### config.mk
export PLATFORM = sky130hd
export DESIGN_NAME = fetch_unit_flat
export DESIGN_NICKNAME = d
export VERILOG_FILES = /design/src/rtl/fetch_pkg.sv /design/src/rtl/fetch_if.sv /design/src/rtl/fetch_hold_buf.sv /design/src/rtl/fetch_unit.sv /design/src/flat_wrapper.sv
export SDC_FILE = /design/constraint.sdc
export NUM_CORES = 1
export LEC_CHECK = 0
export BUFFER_PORTS_ARGS = -buffer_cell sky130_fd_sc_hd__buf_4
export CORE_AREA = 3 3 136 138
export CTS_BUF_LIST = sky130_fd_sc_hd__clkbuf_2 sky130_fd_sc_hd__clkbuf_4 sky130_fd_sc_hd__clkbuf_8
export CTS_CLUSTER_DIAMETER = 120
export DETAILED_ROUTE_END_ITERATION = 8
export DIE_AREA = 0 0 139 141
export REMOVE_ABC_BUFFERS = 1
export SYNTH_ARGS = -nofsm -noshare
export SYNTH_HDL_FRONTEND = slang
export SYNTH_SLANG_ARGS = --single-unit
### constraint.sdc
create_clock -name clock_i -period 5.7 [get_ports clock_i]
set_clock_uncertainty 0.05 [all_clocks]
set_input_delay 0.855 -clock clock_i [delete_from_list [all_inputs] [get_ports clock_i]]
set_output_delay 0.855 -clock clock_i [all_outputs]
set_load 0.01 [all_outputs]
### src/rtl/fetch_pkg.sv
// -----------------------------------------------------------------------------
// fetch_pkg: shared constants and payload types for the instruction-fetch stage.
//   FETCH_XLEN      default PC / instruction width
//   FETCH_IMEM_AW   default instruction-ROM word-address width
//   FETCH_RESET_PC  default byte PC loaded on reset
//   NOP_INSTR       canonical no-op encoding (addi x0,x0,0), handy for ROM fill
//   fetch_entry_t   {pc, instr} pair as presented to decode
// -----------------------------------------------------------------------------
package fetch_pkg;

    localparam int unsigned FETCH_XLEN    = 32;
    localparam int unsigned FETCH_IMEM_AW = 10;

    localparam logic [FETCH_XLEN-1:0] FETCH_RESET_PC = 32'h0000_0000;
    localparam logic [FETCH_XLEN-1:0] NOP_INSTR      = 32'h0000_0013;

    typedef struct packed {
        logic [FETCH_XLEN-1:0] pc;
        logic [FETCH_XLEN-1:0] instr;
    } fetch_entry_t;

endpackage

### src/rtl/fetch_if.sv
// -----------------------------------------------------------------------------
// fetch_if: bundles the fetch stage's ROM, redirect and decode-handshake signals.
//   imem_pc / imem_instr         ROM word index out, ROM data back (1-cycle latency)
//   redirect_valid / redirect_pc branch/jump target from execute
//   valid / ready / instr / pc   fetch -> decode handshake with payload
// Modports: master = fetch unit side, slave = environment (ROM, execute, decode).
// -----------------------------------------------------------------------------
interface fetch_if
    import fetch_pkg::*;
#(
    parameter int unsigned XLEN    = FETCH_XLEN,
    parameter int unsigned IMEM_AW = FETCH_IMEM_AW
);

    logic [IMEM_AW-1:0] imem_pc;
    logic [XLEN-1:0]    imem_instr;
    logic               redirect_valid;
    logic [XLEN-1:0]    redirect_pc;
    logic               valid;
    logic               ready;
    logic [XLEN-1:0]    instr;
    logic [XLEN-1:0]    pc;

    modport master (
        output imem_pc,
        input  imem_instr,
        input  redirect_valid,
        input  redirect_pc,
        output valid,
        input  ready,
        output instr,
        output pc
    );

    modport slave (
        input  imem_pc,
        output imem_instr,
        output redirect_valid,
        output redirect_pc,
        input  valid,
        output ready,
        input  instr,
        input  pc
    );

endinterface

### src/rtl/fetch_hold_buf.sv
// -----------------------------------------------------------------------------
// fetch_hold_buf: one-entry skid buffer for the ROM's in-flight word plus the
// decode output mux.
//   clk, rst      clock, synchronous active-high reset (empties the buffer)
//   load          capture rsp_entry (only honoured while empty)
//   consume       decode took the held entry (only honoured while full)
//   flush         drop the held entry (redirect); wins over load/consume
//   rsp_v         ROM output this cycle belongs to a live PC
//   rsp_entry     {pc, instr} of the live ROM output
//   hold_v        buffer currently holds an entry
//   out_valid_c   combinational decode valid
//   out_entry_c   combinational decode payload, zero while invalid
// -----------------------------------------------------------------------------
module fetch_hold_buf
    import fetch_pkg::*;
(
    input  logic         clk,
    input  logic         rst,
    input  logic         load,
    input  logic         consume,
    input  logic         flush,
    input  logic         rsp_v,
    input  fetch_entry_t rsp_entry,
    output logic         hold_v,
    output logic         out_valid_c,
    output fetch_entry_t out_entry_c
);

    typedef enum logic {
        HB_EMPTY = 1'b0,
        HB_FULL  = 1'b1
    } hb_state_t;

    hb_state_t    state_q, state_d;
    fetch_entry_t entry_q, entry_d;

    // State and payload registers.
    always_ff @(posedge clk) begin
        if (rst) begin
            state_q <= HB_EMPTY;
            entry_q <= '0;
        end else begin
            state_q <= state_d;
            entry_q <= entry_d;
        end
    end

    // Next-state: load while empty, release on consume, flush overrides both.
    always_comb begin
        state_d = state_q;
        entry_d = entry_q;
        case (state_q)
            HB_EMPTY: begin
                if (load) begin
                    state_d = HB_FULL;
                    entry_d = rsp_entry;
                end
            end
            HB_FULL: begin
                if (consume) begin
                    state_d = HB_EMPTY;
                end
            end
            default: state_d = HB_EMPTY;
        endcase
        if (flush) begin
            state_d = HB_EMPTY;
        end
    end

    assign hold_v = (state_q == HB_FULL);

    // Held entry is older than the ROM word, so it goes first.
    always_comb begin
        out_valid_c = hold_v | rsp_v;
        out_entry_c = '0;
        if (hold_v) begin
            out_entry_c = entry_q;
        end else if (rsp_v) begin
            out_entry_c = rsp_entry;
        end
    end

endmodule

### src/rtl/fetch_unit.sv
// -----------------------------------------------------------------------------
// fetch_unit: instruction-fetch stage in front of a 1-cycle-latency instruction
// ROM. Owns the PC, tracks which PC each returning ROM word belongs to, and
// presents {pc, instr} to decode over a valid/ready handshake. A one-entry hold
// buffer absorbs the in-flight ROM word during decode stalls so stall release
// is bubble-free.
//   clock_i       clock, all state on posedge
//   reset_ni      synchronous reset, asserted HIGH despite the name
//   bus           fetch_if.master: ROM index/data, redirect, decode handshake
// Optional build macro FETCH_PERF_CNT_EN adds:
//   perf_fetch_o  count of handshakes (valid & ready), wraps at 2^32
//   perf_stall_o  count of cycles with valid & !ready, wraps at 2^32
// Parameters XLEN/IMEM_AW must match the fetch_pkg defaults used by fetch_entry_t.
// -----------------------------------------------------------------------------
module fetch_unit
    import fetch_pkg::*;
#(
    parameter int unsigned     XLEN     = FETCH_XLEN,
    parameter int unsigned     IMEM_AW  = FETCH_IMEM_AW,
    parameter logic [XLEN-1:0] RESET_PC = FETCH_RESET_PC
) (
    input  logic        clock_i,
    input  logic        reset_ni,
`ifdef FETCH_PERF_CNT_EN
    output logic [31:0] perf_fetch_o,
    output logic [31:0] perf_stall_o,
`endif
    fetch_if.master     bus
);

    logic [XLEN-1:0] pc_q, pc_d;
    logic [XLEN-1:0] rsp_pc_q, rsp_pc_d;
    logic            rsp_v_q, rsp_v_d;

    logic            hold_v;
    logic            hold_load;
    logic            hold_consume;
    logic            hold_flush;
    logic            out_valid_c;
    fetch_entry_t    rsp_entry_c;
    fetch_entry_t    out_entry_c;

    assign rsp_entry_c.pc    = rsp_pc_q;
    assign rsp_entry_c.instr = bus.imem_instr;

    // PC and response-tracking registers.
    always_ff @(posedge clock_i) begin
        if (reset_ni) begin
            pc_q     <= RESET_PC;
            rsp_v_q  <= 1'b0;
            rsp_pc_q <= '0;
        end else begin
            pc_q     <= pc_d;
            rsp_v_q  <= rsp_v_d;
            rsp_pc_q <= rsp_pc_d;
        end
    end

    // Next PC / response tracking. While stalled the PC is frozen so the ROM
    // keeps re-reading the same index and the rsp slot stays valid.
    always_comb begin
        pc_d         = pc_q;
        rsp_v_d      = rsp_v_q;
        rsp_pc_d     = rsp_pc_q;
        hold_load    = 1'b0;
        hold_consume = 1'b0;
        hold_flush   = 1'b0;
        if (bus.redirect_valid) begin
            pc_d       = bus.redirect_pc & ~XLEN'(3);
            rsp_v_d    = 1'b0;
            hold_flush = 1'b1;
        end else if (!hold_v) begin
            rsp_v_d  = 1'b1;
            rsp_pc_d = pc_q;
            if (!out_valid_c || bus.ready) begin
                pc_d = pc_q + XLEN'(4);
            end else begin
                hold_load = 1'b1;
            end
        end else if (bus.ready) begin
            hold_consume = 1'b1;
            pc_d         = pc_q + XLEN'(4);
            rsp_pc_d     = pc_q;
        end
    end

    fetch_hold_buf u_hold_buf (
        .clk         (clock_i),
        .rst         (reset_ni),
        .load        (hold_load),
        .consume     (hold_consume),
        .flush       (hold_flush),
        .rsp_v       (rsp_v_q),
        .rsp_entry   (rsp_entry_c),
        .hold_v      (hold_v),
        .out_valid_c (out_valid_c),
        .out_entry_c (out_entry_c)
    );

    assign bus.imem_pc = pc_q[IMEM_AW+1:2];
    assign bus.valid   = out_valid_c;
    assign bus.pc      = out_entry_c.pc;
    assign bus.instr   = out_entry_c.instr;

`ifdef FETCH_PERF_CNT_EN
    // Handshake and stall counters.
    always_ff @(posedge clock_i) begin
        if (reset_ni) begin
            perf_fetch_o <= '0;
            perf_stall_o <= '0;
        end else begin
            if (out_valid_c && bus.ready) begin
                perf_fetch_o <= perf_fetch_o + 32'd1;
            end
            if (out_valid_c && !bus.ready) begin
                perf_stall_o <= perf_stall_o + 32'd1;
            end
        end
    end
`endif

endmodule
### src/flat_wrapper.sv
// flat-port wrapper written by rule: the top's interface ports become plain ports
module fetch_unit_flat import fetch_pkg::*;
#(
    parameter int unsigned     XLEN     = FETCH_XLEN,
    parameter int unsigned     IMEM_AW  = FETCH_IMEM_AW,
    parameter logic [XLEN-1:0] RESET_PC = FETCH_RESET_PC
)
  (clock_i, reset_ni, bus_imem_pc, bus_imem_instr, bus_redirect_valid, bus_redirect_pc, bus_valid, bus_ready, bus_instr, bus_pc);
  fetch_if #(.XLEN(XLEN), .IMEM_AW(IMEM_AW)) bus_i ();
  input  logic clock_i;
  input  logic reset_ni;
  output wire logic [$bits(bus_i.imem_pc)-1:0] bus_imem_pc;
  input wire logic [$bits(bus_i.imem_instr)-1:0] bus_imem_instr;
  input wire logic [$bits(bus_i.redirect_valid)-1:0] bus_redirect_valid;
  input wire logic [$bits(bus_i.redirect_pc)-1:0] bus_redirect_pc;
  output wire logic [$bits(bus_i.valid)-1:0] bus_valid;
  input wire logic [$bits(bus_i.ready)-1:0] bus_ready;
  output wire logic [$bits(bus_i.instr)-1:0] bus_instr;
  output wire logic [$bits(bus_i.pc)-1:0] bus_pc;
  assign bus_imem_pc = bus_i.imem_pc;
  assign bus_i.imem_instr = bus_imem_instr;
  assign bus_i.redirect_valid = bus_redirect_valid;
  assign bus_i.redirect_pc = bus_redirect_pc;
  assign bus_valid = bus_i.valid;
  assign bus_i.ready = bus_ready;
  assign bus_instr = bus_i.instr;
  assign bus_pc = bus_i.pc;
  fetch_unit #(.XLEN(XLEN), .IMEM_AW(IMEM_AW), .RESET_PC(RESET_PC)) u_core (.clock_i(clock_i), .reset_ni(reset_ni), .bus(bus_i));
endmodule
==> flow_summary.toml <==
[outcome]
status = "completed"

[clocking]
ctsHtreeMaxLevel = 4
clkTransAtPathRegs_ns = 0.07
clk_path_buf_depth = 2
cts_hold_buf = 0
post_cts_resized = 0
cts_setup_buffers = 0
clock-sinks = 124
cts_tree = "built"
cts_made_buffers = 17
clkLatencyLatePin_ns = 0.44
cts_root_buf = "clkbuf_8"

[setup_path]
ff2ff_setup_slack_ns = 3.11
crit_family = "buffers and inverters"
critPathLaunchType = "register"
arrival_ns = 2.11
crit_required_ns = 4.80
crit_type = "register to output port"
cp_slowest_stage_delay_ns = 0.62
worst_setup_path_end_kind = "output port"
cp_cell_sequence = "nor2b_4 -> buf_4 -> a22o_1 -> buf_4"
crit_fanout = 62
path_common_cell = "buf_4"
crit_buf_inv = 2
cpMaxStageDelayCell = "buf_4"

[die]
coreArea_um2 = 17300
die_x_um = 139
rows = 48
chipHeight_um = 141
dieArea_um2 = 19600
initial_core_util = 0.337
ioPinCount = 143

[global_route]
grtUsageTotal = 0.170
grt_pass1_wl_um = 27200
antenna_found_initial = 0
grt.overflow.total = 0
grt_max_degree = 63
grt_pass1_vias = 5158

[sta]
max_freq_mhz = 332
finalSetupViolations = 0
hold_viol = 0
fin_crit_ns = 3.02
final_max_slew_viol_count = 0
rsz0062_at_grt = "no"
finalCritPeriodShare = 0.529
setup_tns_ns = 0
tightest_slew_ns = 1.09
slew_headroom = 0.274

[placement]
placed_cells_incl_taps = 1047
hpwl_um = 10800
dpl_cell_area_um2 = 6910
routabilityCongestion = 0.756
io_buffers = 138

[synth]
synth_area_leaders = "dfxtp_1 (43%), nand2_1 (13%), a22o_1 (9.2%), a21oi_1 (8.4%), clkbuf_1 (3.4%)"
syn-cell-area_um2 = 5840
async_flop_share = 0
syn_inst = 749
synth_cell_types = 54
ys.flop_type = "dfxtp_1"
synth_top_area_cell = "dfxtp_1"
yosysWarnings = 0
synth-edff-count = 0
synth_area_per_cell_um2 = 7.79
yosysSeqAreaShare = 0.425
ys_seq_elements = 124
synth_top_cell_area_share = 0.425

[cells_and_area]
diodes = 0
stdcell_count = 1078
finalCoreUtilization = 0.421
area_growth_pct = 24.8
drive_gt1_frac = 0.227
fin_area_um2 = 7280
nNetsFinal = 910
fill_cells = 1827

[detailed_routing]
vias_per_cell = 5.23
wl_per_cell_um = 15.8
drc = 0
route.final.wire_length_um = 17000
dr.pass1.iters = 5
drtIter0Drc = 381
via_count = 5641
ant_nets = 0

[pwr]
p_sw_frac = 0.259
fin_total_pwr_w = 0.00190
ir_drop_uv = 209
p_int_w = 0.00141
combPwrFrac = 0.108
seq_power_share = 0.491
power.switching_w = 0.000493
p_leak_nw = 2.78
pwr-share-clk = 0.401
p_per_area_nw_per_um2 = 261

[hold_path]
hold_path_class = "register to register"

[run]
maxCapViolCount = 0
tightest hold or removal path, cell delays in order, from the launching register on:
cell and delay (ns):
dfxtp_1 0.31, nand2_1 0.05, a21oi_1 0.05
synth_stat cells, drive strengths merged (9+ instances only):
library cell / n
nand4: 10
nand2: 206
a311oi: 12
or4: 10
dfxtp: 124
a21oi: 98
inv: 11
clkbuf: 54
o21ai: 9
nor2: 26
nand3: 12
a22o: 61
buf: 20
cell usage in the layout, fill, tap and decap left out, drive strengths merged, types with 5 or more instances in the layout:
master and n:
a2111oi 6, a22o 61, nand3 12, o21ai 9
clkbuf 22, or3 7, clkinv 7, a311oi 12
and4 8, nand2 206, and3 8, nor4 6
dfxtp 124, inv 11, buf 146, or4 10
a21oi 98, a211oi 8, nor2 26, nand4 10
nor3 5
power groups by stage:
stage,Combinational (W),Sequential [W],Clock [W]
6_report,0.000206,0.000936,0.000763
5_1_grt,0.000227,0.000941,0.000821
4_1_cts,0.000207,0.000935,0.000784
3_5_place_dp,0.000207,0.000955,0
3_3_place_gp,0.000205,0.000954,0
2_1_floorplan,0.0000910,0.000947,0
cell type report:
class / instances / area [um^2] / share of cell area
Clock buffer: 22 / 284 / 0.0390
Multi-Input combinational cell: 541 / 3000 / 0.412
Sequential cell: 124 / 2480 / 0.341
Tap cell: 225 / 282 / 0.0386
Clock inverter: 9 / 95.1 / 0.0131
Inverter: 11 / 41.3 / 0.00567
Timing Repair Buffer: 146 / 1100 / 0.150
cells by family after synthesis:
family	count (synthesis)	synth area share
buf+inv	85	0.0635
simple gates	311	0.240
xor+xnor	7	0.0105
fa+ha+maj	1	0.00214
other cells	1	0.000642
flops	124	0.425
compound gates	220	0.258
routing by layer:
metal	part of all wire	GRT usage	up-vias
li1	-	-	2830
met1	0.48	0.237	2641
met2	0.46	0.264	159
met3	0.057	0.0468	11
met4	0.0071	0.0386	0
met5	0	0	-
metrics by stage:
step / hold WS (ns) / setup WS [ns]
2_1_floorplan: 0.380 / 0.378
4_1_cts: 0.406 / 2.63
6_report: 0.404 / 2.68
5_1_grt: 0.423 / 2.52
3_5_place_dp: 0.397 / 2.74
3_3_place_gp: 0.392 / 2.78
sequential cells by signal, summed over array words and instances (netlist names):
signal	flops
u_core.pc_q	30
u_core.rsp_pc_q	30
u_core.rsp_v_q	1
u_core.u_hold_buf.entry_q	62
u_core.u_hold_buf.hold_v	1
worst paths after layout:
check,endpoint,cells after the start,start
worst max-delay path,bus_pc[9],4,u_core.rsp_v_q
worst min-delay path,u_core.u_hold_buf.entry_q[63],2,u_core.u_hold_buf.entry_q[63]
worst max register to register,u_core.pc_q[17],4,u_core.u_hold_buf.hold_v
worst min register to register,u_core.u_hold_buf.entry_q[63],2,u_core.u_hold_buf.entry_q[63]
No activity file was read; power rests on OpenSTA's default activity.
